## src/rtl/mem_arbiter_if.sv

```systemverilog
// -----------------------------------------------------------------------------
// mem_arbiter_if
// Bus bundle for the CPU/DMA memory arbiter.
//   CPU side : cpu_address, cpu_wr_data, cpu_wr_enable -> arbiter
//              cpu_ce, cpu_rd_data                      <- arbiter
//   DMA side : dma_req, dma_address, dma_wr_data,
//              dma_wr_enable                            -> arbiter
//              dma_gnt, dma_ack, dma_rd_data            <- arbiter
//   Memory   : mem_address, mem_wr_data, mem_wr_enable  <- arbiter
//              mem_rd_data                              -> arbiter
// Modports: slave  = the arbiter itself
//           master = the environment (CPU, DMA engine and memory)
// -----------------------------------------------------------------------------
interface mem_arbiter_if;
   logic [15:0] cpu_address;
   logic [7:0]  cpu_wr_data;
   logic        cpu_wr_enable;
   logic        cpu_ce;
   logic [7:0]  cpu_rd_data;

   logic        dma_req;
   logic [15:0] dma_address;
   logic [7:0]  dma_wr_data;
   logic        dma_wr_enable;
   logic        dma_gnt;
   logic        dma_ack;
   logic [7:0]  dma_rd_data;

   logic [15:0] mem_address;
   logic [7:0]  mem_wr_data;
   logic        mem_wr_enable;
   logic [7:0]  mem_rd_data;

   modport slave (
      input  cpu_address, cpu_wr_data, cpu_wr_enable,
      input  dma_req, dma_address, dma_wr_data, dma_wr_enable,
      input  mem_rd_data,
      output cpu_ce, cpu_rd_data,
      output dma_gnt, dma_ack, dma_rd_data,
      output mem_address, mem_wr_data, mem_wr_enable
   );

   modport master (
      output cpu_address, cpu_wr_data, cpu_wr_enable,
      output dma_req, dma_address, dma_wr_data, dma_wr_enable,
      output mem_rd_data,
      input  cpu_ce, cpu_rd_data,
      input  dma_gnt, dma_ack, dma_rd_data,
      input  mem_address, mem_wr_data, mem_wr_enable
   );
endinterface

```

## src/rtl/mem_arbiter.sv

```systemverilog
// -----------------------------------------------------------------------------
// mem_arbiter
// Shares one single-port synchronous memory between a CPU (which can be
// frozen through cpu_ce) and a DMA engine that transfers bursts of beats.
// The CPU owns the bus by default; a DMA request takes the bus for up to
// MAX_BURST beats, then a RELEASE cycle re-presents the CPU address so the
// CPU sees correct read data the moment it is un-frozen.
//
// Ports:
//   clk     - rising-edge clock
//   resetn  - synchronous, active-low reset
//   bus     - mem_arbiter_if.slave (CPU, DMA and memory signals)
// Parameters:
//   MAX_BURST - max consecutive DMA beats per grant (1..255)
// Build option:
//   ARB_DMA_WR_EN - when defined, DMA beats may write memory; otherwise DMA
//                   beats are read-only and dma_wr_enable is ignored.
// -----------------------------------------------------------------------------
module mem_arbiter #(
   parameter int unsigned MAX_BURST = 4
) (
   input  logic           clk,
   input  logic           resetn,
   mem_arbiter_if.slave   bus
);

   localparam int unsigned CNT_W = $clog2(MAX_BURST + 1);
   // Counter value when the beat being accepted is beat number MAX_BURST.
   localparam logic [CNT_W-1:0] LAST_CNT = CNT_W'(MAX_BURST - 1);

   typedef enum logic [2:0] {
      CPU_OWN  = 3'b001,
      DMA_XFER = 3'b010,
      RELEASE  = 3'b100
   } state_t;

   state_t           state;
   logic [CNT_W-1:0] burst_cnt;
   logic             cpu_ce_q;
   logic             dma_gnt_q;
   logic             dma_ack_q;
   logic             dma_wr_gated;

`ifdef ARB_DMA_WR_EN
   assign dma_wr_gated = bus.dma_wr_enable & bus.dma_req;
`else
   logic dma_wr_unused;
   assign dma_wr_unused = bus.dma_wr_enable;
   assign dma_wr_gated  = 1'b0;
`endif

   // Ownership FSM; cpu_ce / dma_gnt are registered together with the state
   // so they are glitch-free decodes of the state.
   always_ff @(posedge clk) begin
      if (!resetn) begin
         state     <= CPU_OWN;
         burst_cnt <= '0;
         cpu_ce_q  <= 1'b1;
         dma_gnt_q <= 1'b0;
         dma_ack_q <= 1'b0;
      end else begin
         dma_ack_q <= (state == DMA_XFER) && bus.dma_req;
         case (state)
            CPU_OWN: begin
               burst_cnt <= '0;
               if (bus.dma_req) begin
                  state     <= DMA_XFER;
                  cpu_ce_q  <= 1'b0;
                  dma_gnt_q <= 1'b1;
               end
            end
            DMA_XFER: begin
               if (bus.dma_req) begin
                  burst_cnt <= burst_cnt + CNT_W'(1);
               end
               if (!bus.dma_req || (burst_cnt == LAST_CNT)) begin
                  state     <= RELEASE;
                  dma_gnt_q <= 1'b0;
               end
            end
            RELEASE: begin
               // dma_req deliberately ignored: the CPU always gets a cycle.
               state     <= CPU_OWN;
               burst_cnt <= '0;
               cpu_ce_q  <= 1'b1;
               dma_gnt_q <= 1'b0;
            end
            default: begin
               state     <= CPU_OWN;
               burst_cnt <= '0;
               cpu_ce_q  <= 1'b1;
               dma_gnt_q <= 1'b0;
            end
         endcase
      end
   end

   // Memory port steering.
   always_comb begin
      bus.mem_address   = bus.cpu_address;
      bus.mem_wr_data   = bus.cpu_wr_data;
      bus.mem_wr_enable = 1'b0;
      case (state)
         CPU_OWN: begin
            bus.mem_wr_enable = bus.cpu_wr_enable;
         end
         DMA_XFER: begin
            bus.mem_address   = bus.dma_address;
            bus.mem_wr_data   = bus.dma_wr_data;
            bus.mem_wr_enable = dma_wr_gated;
         end
         RELEASE: begin
            // Re-issue the CPU address with writes blocked; the frozen CPU's
            // strobe must not reach memory.
            bus.mem_wr_enable = 1'b0;
         end
         default: begin
            bus.mem_wr_enable = 1'b0;
         end
      endcase
   end

   assign bus.cpu_ce      = cpu_ce_q;
   assign bus.dma_gnt     = dma_gnt_q;
   assign bus.dma_ack     = dma_ack_q;
   assign bus.cpu_rd_data = bus.mem_rd_data;
   // Memory read data lags the address by one cycle, which is exactly the ack.
   assign bus.dma_rd_data = dma_ack_q ? bus.mem_rd_data : 8'h00;

endmodule

```

## src/flat_wrapper.sv

```systemverilog
// flat-port wrapper written by rule: the top's interface ports become plain ports
module mem_arbiter_flat 
#(
   parameter int unsigned MAX_BURST = 4
)
  (clk, resetn, bus_cpu_address, bus_cpu_wr_data, bus_cpu_wr_enable, bus_dma_req, bus_dma_address, bus_dma_wr_data, bus_dma_wr_enable, bus_mem_rd_data, bus_cpu_ce, bus_cpu_rd_data, bus_dma_gnt, bus_dma_ack, bus_dma_rd_data, bus_mem_address, bus_mem_wr_data, bus_mem_wr_enable);
  mem_arbiter_if bus_i ();
  input  logic clk;
  input  logic resetn;
  input wire logic [$bits(bus_i.cpu_address)-1:0] bus_cpu_address;
  input wire logic [$bits(bus_i.cpu_wr_data)-1:0] bus_cpu_wr_data;
  input wire logic [$bits(bus_i.cpu_wr_enable)-1:0] bus_cpu_wr_enable;
  input wire logic [$bits(bus_i.dma_req)-1:0] bus_dma_req;
  input wire logic [$bits(bus_i.dma_address)-1:0] bus_dma_address;
  input wire logic [$bits(bus_i.dma_wr_data)-1:0] bus_dma_wr_data;
  input wire logic [$bits(bus_i.dma_wr_enable)-1:0] bus_dma_wr_enable;
  input wire logic [$bits(bus_i.mem_rd_data)-1:0] bus_mem_rd_data;
  output wire logic [$bits(bus_i.cpu_ce)-1:0] bus_cpu_ce;
  output wire logic [$bits(bus_i.cpu_rd_data)-1:0] bus_cpu_rd_data;
  output wire logic [$bits(bus_i.dma_gnt)-1:0] bus_dma_gnt;
  output wire logic [$bits(bus_i.dma_ack)-1:0] bus_dma_ack;
  output wire logic [$bits(bus_i.dma_rd_data)-1:0] bus_dma_rd_data;
  output wire logic [$bits(bus_i.mem_address)-1:0] bus_mem_address;
  output wire logic [$bits(bus_i.mem_wr_data)-1:0] bus_mem_wr_data;
  output wire logic [$bits(bus_i.mem_wr_enable)-1:0] bus_mem_wr_enable;
  assign bus_i.cpu_address = bus_cpu_address;
  assign bus_i.cpu_wr_data = bus_cpu_wr_data;
  assign bus_i.cpu_wr_enable = bus_cpu_wr_enable;
  assign bus_i.dma_req = bus_dma_req;
  assign bus_i.dma_address = bus_dma_address;
  assign bus_i.dma_wr_data = bus_dma_wr_data;
  assign bus_i.dma_wr_enable = bus_dma_wr_enable;
  assign bus_i.mem_rd_data = bus_mem_rd_data;
  assign bus_cpu_ce = bus_i.cpu_ce;
  assign bus_cpu_rd_data = bus_i.cpu_rd_data;
  assign bus_dma_gnt = bus_i.dma_gnt;
  assign bus_dma_ack = bus_i.dma_ack;
  assign bus_dma_rd_data = bus_i.dma_rd_data;
  assign bus_mem_address = bus_i.mem_address;
  assign bus_mem_wr_data = bus_i.mem_wr_data;
  assign bus_mem_wr_enable = bus_i.mem_wr_enable;
  mem_arbiter #(.MAX_BURST(MAX_BURST)) u_core (.clk(clk), .resetn(resetn), .bus(bus_i));
endmodule
```

## config.mk

```make
export PLATFORM = sky130hd
export DESIGN_NAME = mem_arbiter_flat
export DESIGN_NICKNAME = d
export VERILOG_FILES = /design/src/rtl/mem_arbiter_if.sv /design/src/rtl/mem_arbiter.sv /design/src/flat_wrapper.sv
export SDC_FILE = /design/constraint.sdc
export NUM_CORES = 1
export LEC_CHECK = 0
export CAP_MARGIN = 5
export CORE_ASPECT_RATIO = 1.25
export CORE_MARGIN = 2
export CORE_UTILIZATION = 27
export DETAILED_ROUTE_END_ITERATION = 10
export GPL_TIMING_DRIVEN = 0
export PLACE_DENSITY = 0.86
export REMOVE_ABC_BUFFERS = 1
export SLEW_MARGIN = 30
export SYNTH_ARGS = -nofsm -noshare
export SYNTH_HDL_FRONTEND = slang
export SYNTH_SLANG_ARGS = --single-unit
```

## constraint.sdc

```tcl
create_clock -name clk -period 1.5 [get_ports clk]
set_input_delay 0.15 -clock clk [delete_from_list [all_inputs] [get_ports clk]]
set_output_delay 0.15 -clock clk [all_outputs]
set_load 0.02 [all_outputs]
```

==> impl_metrics.json <==
{
  "layout.cells.non_filler": 225,
  "setup_ws_ns": -0.150,
  "grt_pass1_vias": 952,
  "cts-buffers-inserted": 3,
  "ys_ff_latch": 9,
  "synth-edff-count": 0,
  "wl_per_cell_microns": 16.6,
  "hold_buffers": 0,
  "synthTopCellsByArea": "mux2_4, dfxtp_1, buf_4, and2_1, mux2_2",
  "tightest_slew_ns": 0.375,
  "ys_seq_area_share_pct": 20.1,
  "n_fill_cell": 241,
  "cts.sinks": 9,
  "cts.reportedPaths.clkPinSlew_ns": 0.04,
  "final_util_pct": 64.8,
  "avgViaCountPerCell": 4.57,
  "run_status": "finished with violations",
  "ir_drop_mv": 0.679,
  "synth_flop_cell": "dfxtp_1",
  "synthToLayoutAreaGrowth_pct": 131,
  "worst_ep_arrival_time_ns": 1.50,
  "crit_type": "flop to output pin",
  "cts_tree": "done",
  "place_congestion": 0.795,
  "groute.usage.overall_pct": 17.7,
  "final.period_utilization_pct": 110,
  "ios": 105,
  "crit_path_start_kind": "flop",
  "required_ns": 1.35,
  "hp-class": "flop to flop",
  "setup_violations": 24,
  "die_h_microns": 68.4,
  "core_sq_um": 3190,
  "ant_nets": 0,
  "place_inst": 210,
  "hpwlAfterDp_mm": 2.82,
  "fp.dieW_microns": 55.5,
  "p_leak_nw": 0.953,
  "p_per_area_nw_per_um2": 508,
  "port-buffer-count": 103,
  "clockBufferDepth": 2,
  "yosysMostFrequentCell": "mux2_4",
  "drt-pass1-iter-count": 5,
  "drc": 0,
  "end_kind": "output pin",
  "timing.final.crit_period_ns": 1.65,
  "h-tree-depth": 1,
  "grt_pass1_wl_mm": 5.09,
  "synth_cells": 81,
  "finalMaxSlewViolations": 0,
  "rows": 23,
  "syn_area_sq_um": 896,
  "finalClockSkew_ns": 0.000688,
  "fmax_mhz": 606,
  "insertion_delay_ns": 0.24,
  "yosysUniqueCellTypes": 30,
  "routed_wl_mm": 3.73,
  "hold_viol": 0,
  "synth_top_area_share_pct": 33.5,
  "cts_root_buf": "clkbuf_8",
  "dieArea_sq_um": 3800,
  "maxCapViolCount": 0,
  "grt-ovfl-total": 0,
  "antenna_cells": 0,
  "relSlewSlack_pct": 74.9,
  "drt_first_iter_violations": 16,
  "rsz0062_at_grt": "yes",
  "async_flop_share_pct": 0,
  "final_area_sq_um": 2070,
  "cp_max_fo": 5,
  "fin_nets": 252,
  "synth_common_cells": "mux2_4, dfxtp_1, and2_1, buf_4, mux2_2",
  "num_vias": 1028,
  "grt_antenna_before_repair": 0,
  "synth_warnings": 0,
  "dpl_cell_area_sq_um": 1870,
  "place_ws_ns": -0.517,
  "grt_max_degree": 12,
  "initial_core_util_pct": 28.0,
  "yosys.area.top_type": "mux2_4",
  "violations": "negative setup slack",
  "drive_gt1_share_pct": 37.8,
  "avgSynthCellArea_sq_um": 11.1
}
## where the power goes
part	switching [mW]	total, mW	internal, mW
Sequential	0.00874	0.259	0.250
Clock	0.0975	0.283	0.185
Combinational	0.183	0.509	0.326
## worst max-delay path, stage by stage, from the launching register on
cell and delay, ns:
dfxtp_2 0.31, nand2b_4 0.18, nor2_4 0.18, buf_4 0.15, mux2_4 0.28, buf_4 0.16
## kinds of logic (layout without fill, tap and decap cells)
group	Yosys count	after routing	share of synthesized area [%]
buf+inv	13	118	12.6
flops	9	9	20.1
xor+xnor	1	1	0.978
simple gates	24	26	18.2
fa+ha+maj	2	2	2.79
mux	25	25	39.7
compound gates	7	7	5.73
## final timing paths
| check | start | end | slack [ns] | cells past startpoint |
|---|---|---|---|---|
| setup / recovery | u_core.state[0] | bus_mem_wr_data[2] | -0.15 | 5 |
| hold / removal | u_core.burst_cnt[2] | u_core.burst_cnt[2] | 0.48 | 2 |
| setup reg to reg | u_core.burst_cnt[0] | u_core.bus.dma_gnt | 0.14 | 5 |
| hold reg to reg | u_core.burst_cnt[2] | u_core.burst_cnt[2] | 0.48 | 2 |
## stage by stage
step | total power [mW] | setup TNS, ns | hold WS [ns]
after floorplan | 0.428 | 0 | 0.242
after global placement | 0.723 | -10.57 | 0.467
after detailed placement | 0.733 | -11.46 | 0.468
after CTS | 1.05 | -2.21 | 0.474
after global routing | 1.09 | -3.59 | 0.510
final | 1.05 | -2.65 | 0.477
## routing by layer
| layer | share of wire, % | GRT usage (%) |
|---|---|---|
| met1 | 33 | 18.0 |
| met2 | 56 | 33.6 |
| met3 | 8.8 | 6.05 |
| met4 | 1.8 | 6.71 |
| met5 | 0 | 0 |
## state kept, by name, summed over array words and instances, names as in the netlist
name / count
u_core.bus.cpu_ce: 1
u_core.bus.dma_ack: 1
u_core.state: 3
u_core.bus.dma_gnt: 1
u_core.burst_cnt: 3
## repair_timing
item | CTS | global route
gates resized for setup | 158 | 8
pin swaps | 3 | 1
setup buffers | 8 | 1
gates cloned | 2 | 0
setup endpoints to repair | 33 | 26
## layout by cell type (no fill, tap or decap), types with 2 or more instances in the layout
cell             count
buf_6               26
dfxtp_1              5
mux2_4              24
nor2_1               3
buf_4                6
and2_1               8
clkdlybuf4s50_1     70
dfxtp_2              4
nor2_4               2
dlygate4sd2_1        7
ha_1                 2
inv_1                2
clkbuf_8             3
nand2_1              3
## area by class of cell
type	count	area (sq um)	area share (%)
flip-flops and latches	9	185	8.94
repair buffers	112	1140	55.2
clock buffers	4	45.0	2.18
well taps	37	46.3	2.24
multi-input cells	61	643	31.1
inverters	2	7.51	0.363
Power figures use the tool's default switching activity.
